### config.mk
export PLATFORM = sky130hd
export DESIGN_NAME = nbc_host_if
export DESIGN_NICKNAME = d
export VERILOG_FILES = /design/src/rtl/nbc_host_if.sv
export SDC_FILE = /design/constraint.sdc
export NUM_CORES = 1
export LEC_CHECK = 0
export CORE_AREA = 2 2 325 327
export DETAILED_ROUTE_END_ITERATION = 16
export DIE_AREA = 0 0 327 329
export GPL_ROUTABILITY_DRIVEN = 0
export RECOVER_POWER = 100
export SYNTH_ARGS = -nofsm -noshare
export SYNTH_HDL_FRONTEND = slang
export SYNTH_SLANG_ARGS = --single-unit
### constraint.sdc
create_clock -name clk -period 3.9 [get_ports clk]
set_clock_uncertainty 0.05 [all_clocks]
set_input_delay 0.585 -clock clk [delete_from_list [all_inputs] [get_ports clk]]
set_output_delay 0.585 -clock clk [all_outputs]
set_load 0.01 [all_outputs]
### src/rtl/nbc_host_if.sv
`timescale 1ns/1ps
// nbc_host_if
//   Host-side companion to the NBC classifier. Packs a 32-bit word stream into
//   the 784-bit test_vector, releases the NBC core from reset, waits for its
//   label (or a timeout) and offers the captured result on a valid/ready port.
//
// Ports
//   clk, rstn                  clock, asynchronous active-low reset
//   in_valid/in_ready/in_data  vector word stream; in_last marks the final word
//   test_vector                vector to the NBC core (bit 0 = MSB of word 0)
//   nbc_rstn                   registered active-low reset to the NBC core
//   test_label_valid/_out_label  label handshake from the NBC core
//   res_valid/res_ready        result handshake; res_label, res_timeout payload
//   frame_err                  sticky framing error, cleared only by rstn
//   busy                       high whenever not loading
//
// State table
//   state    | meaning
//   S_LOAD   | accepting stream words into test_vector, NBC held in reset
//   S_RUN    | NBC released, waiting for label or timeout
//   S_RESULT | result held on res_* until consumed, NBC back in reset
module nbc_host_if #(
  parameter int VEC_BITS  = 784,
  parameter int WORD_W    = 32,
  parameter int NUM_WORDS = 25,
  parameter int TIMEOUT   = 16383
) (
  input  logic                clk,
  input  logic                rstn,
  input  logic                in_valid,
  output logic                in_ready,
  input  logic [WORD_W-1:0]   in_data,
  input  logic                in_last,
  output logic [0:VEC_BITS-1] test_vector,
  output logic                nbc_rstn,
  input  logic                test_label_valid,
  input  logic [3:0]          test_out_label,
  output logic                res_valid,
  input  logic                res_ready,
  output logic [3:0]          res_label,
  output logic                res_timeout,
  output logic                frame_err,
  output logic                busy
);

  // Bits carried by the final, partially used word.
  localparam int LAST_BITS = VEC_BITS - (NUM_WORDS-1)*WORD_W;
  localparam int CNT_W     = $clog2(NUM_WORDS+1);
  localparam int TMR_W     = $clog2(TIMEOUT+1);

  typedef enum logic [1:0] {S_LOAD, S_RUN, S_RESULT} state_t;

  state_t           state;
  logic [CNT_W-1:0] word_cnt;
  logic [TMR_W-1:0] timer;
  logic             last_word;
  logic             accept;

  assign last_word = (word_cnt == CNT_W'(NUM_WORDS-1));
  assign accept    = in_valid & in_ready;
  assign busy      = (state != S_LOAD);

  always_ff @(posedge clk or negedge rstn) begin
    if (!rstn) begin
      state       <= S_LOAD;
      word_cnt    <= '0;
      timer       <= '0;
      test_vector <= '0;
      nbc_rstn    <= 1'b0;
      in_ready    <= 1'b0;
      res_valid   <= 1'b0;
      res_label   <= 4'h0;
      res_timeout <= 1'b0;
      frame_err   <= 1'b0;
    end else begin
      case (state)
        S_LOAD: begin
          in_ready <= 1'b1;
          if (accept) begin
            // in_last must coincide exactly with the final word; otherwise
            // drop the word and restart framing from word 0.
            if (in_last != last_word) begin
              frame_err <= 1'b1;
              word_cnt  <= '0;
            end else begin
              word_cnt <= word_cnt + 1'b1;
              for (int k = 0; k < NUM_WORDS-1; k++) begin
                if (word_cnt == CNT_W'(k))
                  test_vector[k*WORD_W +: WORD_W] <= in_data;
              end
              if (last_word) begin
                // Only the upper bits of the final word belong to the vector.
                test_vector[(NUM_WORDS-1)*WORD_W +: LAST_BITS] <= in_data[WORD_W-1 -: LAST_BITS];
                state    <= S_RUN;
                nbc_rstn <= 1'b1;
                timer    <= '0;
                in_ready <= 1'b0;
              end
            end
          end
        end

        S_RUN: begin
          timer <= timer + 1'b1;
          // A label arriving on the timeout cycle still counts as a real result.
          if (nbc_rstn && test_label_valid) begin
            res_label   <= test_out_label;
            res_timeout <= 1'b0;
            res_valid   <= 1'b1;
            nbc_rstn    <= 1'b0;
            state       <= S_RESULT;
          end else if (timer == TMR_W'(TIMEOUT-1)) begin
            res_label   <= 4'hF;
            res_timeout <= 1'b1;
            res_valid   <= 1'b1;
            nbc_rstn    <= 1'b0;
            state       <= S_RESULT;
          end
        end

        S_RESULT: begin
          if (res_valid && res_ready) begin
            res_valid <= 1'b0;
            word_cnt  <= '0;
            in_ready  <= 1'b1;
            state     <= S_LOAD;
          end
        end

        default: begin
          state    <= S_LOAD;
          nbc_rstn <= 1'b0;
          in_ready <= 1'b0;
        end
      endcase
    end
  end

endmodule

### Word-level counts from Yosys, hierarchy flattened

Index checks and enable logic that the tools add are counted.

* register bits: 814
* input bits: 42
* output and inout bits: 794
* word-level logic and storage cells: 148

* $add $sub $neg: 2
* equal/unequal tests: 33
* muxes and demuxes: 33
* bitwise gates (word level): 4
* reduce and logical (&&, ||, !) cells: 42

Operators by type and width (count)
* AND reduction 4 bit: 26
* == test 5 bit (second input constant): 9
* two-way mux 14 bit: 3
* == test 5 x 4 -> 1 bit (second input constant): 8
* one-hot mux 14 bit (2 select lines): 1
* == test 5 x 3 -> 1 bit (second input constant): 4
* two-way mux 5 bit: 3
* adder 14 x 1 -> 14 bit (second input constant): 1
* == test 14 bit (second input constant): 1
* two-way mux 1 bit: 13
* two-way mux 2 bit: 6
* == test 5 x 2 -> 1 bit (second input constant): 2
* one-hot mux 5 bit (2 select lines): 1
* AND reduction 5 bit: 2
* nonzero test 2 bit: 5
* AND reduction 3 bit: 3
* two-way mux 4 bit: 2
* inequality test 2 bit (second input constant): 4
* one-hot mux 1 bit (3 select lines): 2
* one-hot mux 2 bit (3 select lines): 1
* adder 5 x 1 -> 5 bit (second input constant): 1
* == test 5 x 1 -> 1 bit (second input constant): 1
* logical NOT 5 bit: 1
* AND reduction 2 bit: 2
* other kinds (9): 12

### Longest topological paths before layout

Gate-level depths: netlist of run 1.

* depth after elaboration: 5
* gate-level depth with buffers: 11
* depth with buffers taken out: 8

### Least setup slack after synthesis of run 1

OpenSTA, ideal clock, no wires.

* path kind: register -> register
* from: reg word_cnt[0]
* to: reg test_vector[100] (netlist name)
* library setup time: 0.125 ns
* arrival time: 2.663 ns
* path slack: 1.062 ns
* cell stages (with the launch flop): 12
* period minus slack after synthesis: 2.838 ns
* cell sequence: dfrtp_1 > inv_1 > ha_1 > nand4b_1 > inv_1 > ha_1 > clkbuf_1 > nor3_1 > and3_1 > clkbuf_1 > buf_2 > mux2_2

* word-level cells in the longest chain between the ends: 4

RTL lines
* start, declared: line 54 `logic [CNT_W-1:0] word_cnt;`
* start signal, assigned: line 86 `word_cnt <= word_cnt + 1'b1;`
* == test 5 bit: line 59 `assign last_word = (word_cnt == CNT_W'(NUM_WORDS-1));`
* inequality test 1 bit: line 82 `if (in_last != last_word) begin`
* inverter 1 bit (no source line)
* AND reduction 4 bit (no source line) *
* end signal, assigned by index: line 89 `test_vector[k*WORD_W +: WORD_W] <= in_data;`
* end signal, assigned by index: line 93 `test_vector[(NUM_WORDS-1)*WORD_W +: LAST_BITS] <= in_data[WORD_W-1 -: LAST_BITS];`
* end, declared: line 34 `output logic [0:VEC_BITS-1] test_vector,`

Every way passes the cells marked *; elsewhere a longest branch is shown, timed or not.
A chain may end at the register's enable or synchronous reset.

### Worst setup path after layout of run 1

* from: reg word_cnt[0]
* to: reg test_vector[362] (netlist name)

Same word-level chain as after synthesis.

==> flow_summary.rst, run 1 <==
.. list-table::
   :header-rows: 1

   * - Metric
     - Value
   * - Post-synth top cells
     - 814 x sky130_fd_sc_hd__dfrtp_1, 778 x sky130_fd_sc_hd__mux2_2, 107 x sky130_fd_sc_hd__clkbuf_1, 41 x sky130_fd_sc_hd__buf_2, 17 x sky130_fd_sc_hd__nand3_1
   * - Kind of capture point of the worst setup path
     - flop
   * - Net count after synthesis
     - 1959
   * - Number of H-tree branching levels
     - 3
   * - Netlist Area Pre-Place
     - 30790 um^2
   * - Launch point of the critical path
     - word_cnt[0]
   * - Clock Latency Late Sink
     - 0.67 ns
   * - Initial core utilization
     - 29.50%
   * - Worst EP arrival
     - 4.13 ns
   * - Met3 track demand over resource in global routing
     - 5.944%
   * - Biggest area contributors in the synthesized netlist
     - sky130_fd_sc_hd__dfrtp_1 66%, sky130_fd_sc_hd__mux2_2 28%, sky130_fd_sc_hd__clkbuf_1 1.3%
   * - Flip-flop and latch count after synthesis
     - 814
   * - Initial antenna violation count
     - 9
   * - Worst hold path class
     - reg2reg
   * - Measured slew at the worst slew-check pin
     - 2.769 ns
   * - Core Rows
     - 119
   * - Switch Pwr
     - 6.986 mW
   * - Standard cell with the maximum stage delay on the critical path
     - sky130_fd_sc_hd__clkbuf_1
   * - Category of cells accounting for the largest share of critical-path delay
     - buffers and inverters
   * - Number of nets in the final layout
     - 2818
   * - Most heavily used metal layer in global routing
     - met2
   * - Share of the cycle needed by the critical path after routing
     - 93.12%
   * - Static leakage power
     - 22.97 nW
   * - DIE AREA
     - 107600 um^2
   * - Max-cap viol count
     - 1
   * - Unrepaired setup endpoints after global routing
     - false
   * - Kind of critical path
     - reg2reg
   * - Part of the total power dissipated in combinational logic
     - 23.6%
   * - CTS tree
     - yes
   * - Startpoint of the worst register-to-register path
     - word_cnt[0]
   * - Maximum ir drop on the vdd rail
     - 385.7 uV
   * - Xor-xnor portion of the synthesized cell area
     - 0.02844%
   * - Synthesized-area fraction occupied by and/or/nand/nor cells
     - 1.784%
   * - Run status
     - finished, violations left
   * - Normalized max-slew margin
     - -84.63%
   * - Area fraction in compound gates after synthesis
     - 0.9264%
   * - Global routing usage on met2
     - 34.05%
   * - Design Power
     - 25.11 mW
   * - Placed Cells incl. Taps
     - 4066
   * - Clk pwr share
     - 34.0%
   * - Worst Hold Launch
     - frame_err
   * - Fraction of registers with async set/reset
     - 100.0%
   * - Area growth from synthesis to final layout
     - 42.52%
   * - Critical path peak fanout
     - 10
   * - Horizontal die dimension
     - 327 um
   * - Worst endpoint required time
     - 4.39 ns
   * - WL/cell
     - 25.72 um
   * - Initial DRC count
     - 1057
   * - Number of standard cells in the final layout excluding fillers
     - 4229
   * - Sort of element at the start of the critical path
     - flop
   * - DR pass1 iterations
     - 5
   * - Clock sink total
     - 814
   * - Fill cell total of the finished layout
     - 9458
   * - Clock Tree Buf Depth
     - 3
   * - Clock buffers created by TritonCTS
     - 90
   * - Height of the chip
     - 329 um
   * - Ordered cell list for the critical path
     - inv_1 -> ha_1 -> nand4b_1 -> inv_1 -> ha_1 -> nor3_1 -> buf_4 -> and3_2 -> clkbuf_1 -> mux2_2
   * - Sequential share of power
     - 42.4%
   * - Power Internal
     - 18.12 mW
   * - Global-route wire length before repair
     - 154.3 mm
   * - Share of synthesized cell area in full adder, half adder and majority cells
     - 0.3251%
   * - Number of distinct library cells after synthesis
     - 37
   * - Number of placed I/O pins
     - 836
   * - CTS clock-pin slew for the worst setup and hold paths
     - 0.06 ns
   * - Post-Place Setup Slack
     - 0.4492 ns
   * - Share of post-route cells with drive strength above 1
     - 35.46%
   * - Library cell with the highest instance count after synthesis
     - sky130_fd_sc_hd__dfrtp_1
   * - Fin. Hold Viols
     - 0
   * - Overall overflow remaining after global route
     - 0
   * - M1 GR Usage
     - 22.91%
   * - Failing checks
     - capacitance limit, slew limit
   * - Most frequently used flop master after synthesis
     - sky130_fd_sc_hd__dfrtp_1
   * - Area of the core
     - 104400 um^2
   * - Mux share of post-synthesis cell area
     - 28.67%
   * - Top-area cell type share of the netlist area
     - 66.15%
   * - Sequential fraction of the synthesis area
     - 66.15%
   * - Max Clk Rate
     - 0.2754 GHz
   * - Drt total wl
     - 108.8 mm
   * - Main combinational cell family by area after synthesis
     - multiplexers
   * - Final number of setup-violating endpoints
     - 0
   * - Max-slew violation total from the final report
     - 76
   * - Peak per-stage delay on the critical path
     - 0.70 ns
   * - Pin count of the biggest net entering global routing
     - 84
   * - Final critical-path setup slack
     - 0.2685 ns
   * - Number of enable-type register cells in the synthesized netlist
     - 0
   * - Number of global-route vias before repair
     - 21400
   * - Detail-routed via count per cell
     - 4.768
   * - Post-detail-place hpwl
     - 74.73 mm
   * - Total global routing track utilization
     - 19.79%
   * - Number of synthesis warnings
     - 0
   * - Clk root buf
     - sky130_fd_sc_hd__clkbuf_16
   * - Count of buffers inserted at the top-level ports
     - 835
   * - Gate count of the mapped netlist
     - 1909
   * - Final critical delay including setup and external delays
     - 3.632 ns
   * - Number of nets still failing antenna checks after routing
     - 0
   * - Count of buffers added by post-CTS timing repair for setup
     - 0
   * - Syn avg cell area
     - 16.13 um^2
   * - Setup TNS Final
     - 0 ns
   * - Library cell occupying the most area in the post-synthesis netlist
     - sky130_fd_sc_hd__dfrtp_1
   * - Sum of buffers and inverters on the critical path
     - 4
   * - Post-detailed-route DRC marker count
     - 0
   * - Power per standard cell area
     - 572.2 nW/um^2
   * - Fraction of power spent switching nets
     - 27.82%
   * - Routed vias
     - 20160
==> state kept, by name, summed over array words and instances, names as in the netlist <==
name         cells
frame_err        1
in_ready         1
nbc_rstn         1
res_label        4
res_timeout      1
res_valid        1
state            2
test_vector    784
timer           14
word_cnt         5
==> final cells by class <==
| type | count | area (um^2) | area share (%) |
|---|---|---|---|
| antenna | 4 | 10.01 | 0.02281 |
| clock buffer | 131 | 2619 | 5.967 |
| clock inverter | 27 | 346.6 | 0.7897 |
| inverter | 9 | 33.78 | 0.07698 |
| multi-input combinational | 935 | 9803 | 22.34 |
| sequential | 814 | 20370 | 46.41 |
| tap | 1391 | 1740 | 3.966 |
| timing repair buffer | 918 | 8965 | 20.43 |
==> repair_timing <==
| item | CTS | global route |
|---|---|---|
| endpoints found under the setup margin | 0 | 0 |
| hold buffers | 1 | 0 |
| hold endpoints to repair | 64 | 0 |
| resized for setup | 0 | 0 |
==> worst reg2reg max path, cell delays in order (launching register included) <==
cell                       delay (ns)
sky130_fd_sc_hd__dfrtp_1         0.43
sky130_fd_sc_hd__inv_1           0.14
sky130_fd_sc_hd__ha_1            0.35
sky130_fd_sc_hd__nand4b_1        0.23
sky130_fd_sc_hd__inv_1           0.10
sky130_fd_sc_hd__ha_1            0.30
sky130_fd_sc_hd__nor3_1          0.30
sky130_fd_sc_hd__buf_4           0.25
sky130_fd_sc_hd__and3_2          0.21
sky130_fd_sc_hd__clkbuf_1        0.70
sky130_fd_sc_hd__mux2_2          0.43
==> per-layer routing <==
layer	part of all wire, %	wire length [um]
met1	38	41280
met2	50	54550
met3	7.5	8110
met4	4.4	4837
met5	0	0
==> per-stage QoR <==
stage	instance area, um^2	util (%)	hold WS (ns)
6_report	43890	42.05	0.4274
5_1_grt	43880	42.04	0.4549
4_1_cts	44070	42.23	0.4313
3_5_place_dp	41100	39.37	0.4188
3_3_place_gp	41100	39.37	0.4120
2_1_floorplan	30790	-	0.2394
==> power by group through the flow <==
stage | Combinational [mW] | Clock (mW) | Sequential, mW
floorplan | 1.64 | 0 | 11.5
global placement | 6.48 | 0 | 10.8
detailed placement | 6.56 | 0 | 10.9
CTS | 6.59 | 8.76 | 10.7
global route | 6.24 | 9.12 | 10.8
finish | 5.93 | 8.53 | 10.7
==> cells in the final DEF, fill, tap and decap left out, drive strengths merged, types with 2 or more instances in the layout <==
cell type        n
nor2b            2
or3             11
diode            4
clkinvlp         4
o21ai           15
ha               8
dfrtp          814
a21oi           14
mux2           784
or4              3
clkinv          10
nor2            11
nor3             2
or2              2
o31ai            2
and4             6
clkdlybuf4s50   34
a21o             2
nand2           14
bufinv           6
nand3           17
buf             47
nand4           16
inv             16
dlygate4sd3    795
a22o             3
o22a             4
and3             5
clkbuf         173
nand2b           4
==> path summary, 6_finish.rpt <==
check                      slack, ns          endpoint  cells past startpoint
max in group asynchronous       0.56  test_vector[473]                      4
hold reg to reg                 0.43         frame_err                      1
setup reg to reg                0.27  test_vector[362]                     10
setup / recovery                0.27  test_vector[362]                     10
hold / removal                  0.43         frame_err                      1
min in group asynchronous       1.23  test_vector[617]                      2
==> cell families after synthesis <==
kind of cell	Yosys count
XOR/XNOR	1
buffers and inverters	160
AND/OR/NAND/NOR	96
flip-flops	814
adder cells (fa/ha/maj)	8
multiplexers	784
AO/OA/AOI/OAI	46
Note: power is estimated with default switching activity, not from simulation.
==> inputs of run 2 (changes only) <==
--- a/config.mk
+++ b/config.mk
@@ -5,9 +5,10 @@
 export SDC_FILE = /design/constraint.sdc
 export NUM_CORES = 1
 export LEC_CHECK = 0
-export CORE_AREA = 2 2 325 327
+export CORE_AREA = 2 2 324 326
+export CTS_BUF_LIST = sky130_fd_sc_hd__clkbuf_4 sky130_fd_sc_hd__clkbuf_8 sky130_fd_sc_hd__clkbuf_16
 export DETAILED_ROUTE_END_ITERATION = 16
-export DIE_AREA = 0 0 327 329
+export DIE_AREA = 0 0 326 328
 export GPL_ROUTABILITY_DRIVEN = 0
 export RECOVER_POWER = 100
 export SYNTH_ARGS = -nofsm -noshare
==> run 2 against run 1 <==
Against the previous run: the flow still finishes with violations (capacitance limit, slew limit); maximum frequency grew 2.4%; clock-buffer cell count grew 8; clock power grew 8.1%; first-iteration DRC count shrank 9.3%; non-clock buffer count grew 6; final area grew 0.69%; worst hold slack gained 0.0038 ns; sequential share of layout area shrank 0.32 points; critical endpoint is now test_vector[621]; largest power group unchanged.
==> flow_summary.rst, run 2 (synthesized netlist as in run 1, its figures left out) <==
.. list-table::
   :header-rows: 1

   * - Metric
     - Value
   * - Fraction of power spent switching nets
     - 27.16% (-0.66 points)
   * - Design Power
     - 25.79 mW (+2.7%)
   * - CTS clock-pin slew for the worst setup and hold paths
     - 0.06 ns (about the same)
   * - Largest reg by FF count
     - test_vector
   * - Total global routing track utilization
     - 20.26% (+0.47 points)
   * - Cells resized by post-CTS repair
     - 0 (unchanged)
   * - Kind of capture point of the worst setup path
     - flop
   * - Startpoint of the worst register-to-register path
     - word_cnt[0]
   * - Flip-flop count of the largest register, all copies and words added
     - 784 (unchanged)
   * - Height of the chip
     - 328 um (-0.30%)
   * - Final number of setup-violating endpoints
     - 0 (unchanged)
   * - Finished Core Util
     - 42.82% (+0.77 points)
   * - Kind of critical path
     - reg2reg
   * - Drt total wl
     - 110.6 mm (+1.7%)
   * - Count of buffers added by post-CTS timing repair for setup
     - 0 (unchanged)
   * - Hold-fix buffer count after cts
     - 1 (unchanged)
   * - Clock Tree Buf Depth
     - 3 (unchanged)
   * - Unrepaired setup endpoints after global routing
     - false
   * - Final critical delay including setup and external delays
     - 3.546 ns (-0.08538 ns)
   * - Clk root buf
     - sky130_fd_sc_hd__clkbuf_16
   * - Part of the total power dissipated in combinational logic
     - 22.7% (-0.9 points)
   * - Sort of element at the start of the critical path
     - flop
   * - Number of nets still failing antenna checks after routing
     - 0 (unchanged)
   * - Number of global-route vias before repair
     - 21830 (+2.0%)
   * - DR pass1 iterations
     - 5 (unchanged)
   * - Final critical-path setup slack
     - 0.3539 ns (+0.08538 ns)
   * - Power Internal
     - 18.78 mW (+3.6%)
   * - Fin. Hold Viols
     - 0 (unchanged)
   * - Worst hold path class
     - reg2reg
   * - Routed vias
     - 20260 (+0.49%)
   * - Worst EP arrival
     - 4.01 ns (-0.12 ns)
   * - Normalized max-slew margin
     - -101.7% (-17 points)
   * - Detail-routed via count per cell
     - 4.787 (+0.40%)
   * - Max-cap viol count
     - 1 (unchanged)
   * - Sequential share of power
     - 41.5% (-0.9 points)
   * - Area of the core
     - 103200 um^2 (-1.1%)
   * - Setup TNS Final
     - 0 ns (unchanged)
   * - Run status
     - finished, violations left
   * - Measured slew at the worst slew-check pin
     - 3.026 ns (+0.2566 ns)
   * - CTS tree
     - yes
   * - Switch Pwr
     - 7.005 mW (+0.26%)
   * - Overall overflow remaining after global route
     - 0 (unchanged)
   * - Failing checks
     - capacitance limit, slew limit
   * - Worst reg-to-reg path cell count
     - 10 (unchanged)
   * - Initial antenna violation count
     - 6 (-3)
   * - Capture endpoint of the worst hold path
     - test_vector[97]
   * - Clk pwr share
     - 35.8% (+1.8 points)
   * - WL/cell
     - 26.14 um (+1.6%)
   * - Worst Hold Launch
     - test_vector[97]
   * - Static leakage power
     - 23.18 nW (+0.89%)
   * - Number of placed I/O pins
     - 836 (unchanged)
   * - Power per standard cell area
     - 583.6 nW/um^2 (+2.0%)
   * - Pin count of the biggest net entering global routing
     - 87 (+3.6%)
   * - Worst endpoint required time
     - 4.36 ns (-0.03 ns)
   * - Clock Latency Late Sink
     - 0.65 ns (-0.02 ns)
   * - Biggest registers after layout
     - test_vector: 784 flops, timer: 14 flops, word_cnt: 5 flops
   * - Post-Place Setup Slack
     - 0.4698 ns (+0.02059 ns)
   * - Core Rows
     - 118 (-0.84%)
   * - Number of nets in the final layout
     - 2827 (+0.32%)
   * - Post-detailed-route DRC marker count
     - 0 (unchanged)
   * - Worst flop-to-flop path endpoint
     - test_vector[621]
   * - Count of buffers inserted at the top-level ports
     - 835 (unchanged)
   * - Number of H-tree branching levels
     - 3 (unchanged)
   * - Most frequent cells in the layout
     - 814 x sky130_fd_sc_hd__dfrtp_1, 795 x sky130_fd_sc_hd__dlygate4sd3_1, 777 x sky130_fd_sc_hd__mux2_2
   * - Global-route wire length before repair
     - 158.4 mm (+2.6%)
   * - Initial core utilization
     - 29.84% (+0.34 points)
   * - Horizontal die dimension
     - 326 um (-0.31%)
   * - Initial DRC count
     - 959 (-9.3%)
   * - Leading cell type in the layout, fill and taps excluded
     - sky130_fd_sc_hd__dfrtp_1
   * - Clock buffers created by TritonCTS
     - 93 (+3.3%)
   * - Area growth from synthesis to final layout
     - 43.50%
   * - Register-to-register setup slack
     - 0.35 ns (+0.09 ns)
   * - Share of post-route cells with drive strength above 1
     - 36.44% (+0.97 points)
   * - Clock sink total
     - 814 (unchanged)
   * - Maximum ir drop on the vdd rail
     - 450.0 uV (+17%)
   * - Critical path peak fanout
     - 32 (+22)
   * - Hold Path Stages
     - 1 (unchanged)
   * - Share of the cycle needed by the critical path after routing
     - 90.93% (-2.2 points)
   * - DIE AREA
     - 106900 um^2 (-0.61%)
   * - Max-slew violation total from the final report
     - 78 (+2.6%)
   * - Post-detail-place hpwl
     - 76.14 mm (+1.9%)
   * - Max Clk Rate
     - 0.2820 GHz (+2.4%)
run 2: worst max-delay path by stage:
stage	slack (ns)	depth (start not counted)	to	from
finish	0.35	10	test_vector[621]	word_cnt[0]
global route	0.10	10	test_vector[367]	word_cnt[0]
CTS	0.45	10	test_vector[368]	word_cnt[0]
detailed placement	0.47	10	test_vector[368]	word_cnt[0]
global placement	0.60	10	test_vector[352]	word_cnt[0]
floorplan	1.06	11	test_vector[100]	word_cnt[0]
run 2: layer usage:
metal	vias up	share of wire, %	routed length [um]	GRT usage [%]
met5	-	0	0	0
li1	8504	-	-	-
met3	189	7.6	8396	6.008
met1	10800	39	42810	23.86
met2	772	50	55400	34.88
met4	0	3.6	4029	7.534
run 2: cell type report:
class	instances	area, um^2
Tap cell	1380	1727
Antenna cell	7	17.52
Clock inverter	25	400.4
Clock buffer	139	2858
Timing Repair Buffer	924	9014
Sequential cell	814	20370
Multi-Input combinational cell	935	9769
Fill cell	9343	59010
Inverter	9	33.78
run 2: worst max-delay path, cell delays in order, from the launching register on:
cell and delay (ns):
sky130_fd_sc_hd__dfrtp_1 0.43, sky130_fd_sc_hd__inv_1 0.11, sky130_fd_sc_hd__ha_1 0.32, sky130_fd_sc_hd__nand4b_1 0.23, sky130_fd_sc_hd__inv_1 0.07, sky130_fd_sc_hd__ha_1 0.40, sky130_fd_sc_hd__nor2_1 0.08, sky130_fd_sc_hd__buf_4 0.18
sky130_fd_sc_hd__nand4_1 0.20, sky130_fd_sc_hd__buf_2 0.84, sky130_fd_sc_hd__mux2_1 0.42
run 2: through the flow:
stage | cell area [um^2] | hold WS [ns] | std cells
floorplan | 30790 | 0.2394 | 1909
global placement | 41120 | 0.4018 | 4061
detailed placement | 41120 | 0.4159 | 4061
CTS | 44380 | 0.4289 | 4226
global route | 44170 | 0.4550 | 4227
finish | 44190 | 0.4312 | 4233
run 2: power groups by stage:
stage | logic (mW) | clock network (mW) | registers (mW)
final | 5.86 | 9.22 | 10.7
after global routing | 6.18 | 9.81 | 10.9
after CTS | 6.53 | 9.44 | 10.8
after detailed placement | 6.50 | 0 | 10.9
after global placement | 6.41 | 0 | 10.8
after floorplan | 1.64 | 0 | 11.5
==> inputs of run 3 (changes only) <==
--- a/config.mk
+++ b/config.mk
@@ -7,6 +7,7 @@
 export LEC_CHECK = 0
 export CORE_AREA = 2 2 324 326
 export CTS_BUF_LIST = sky130_fd_sc_hd__clkbuf_4 sky130_fd_sc_hd__clkbuf_8 sky130_fd_sc_hd__clkbuf_16
+export CTS_CLUSTER_DIAMETER = 200
 export DETAILED_ROUTE_END_ITERATION = 16
 export DIE_AREA = 0 0 326 328
 export GPL_ROUTABILITY_DRIVEN = 0
==> results of run 3 <==
Final layout, timing and power as in run 2 (identical DEF).
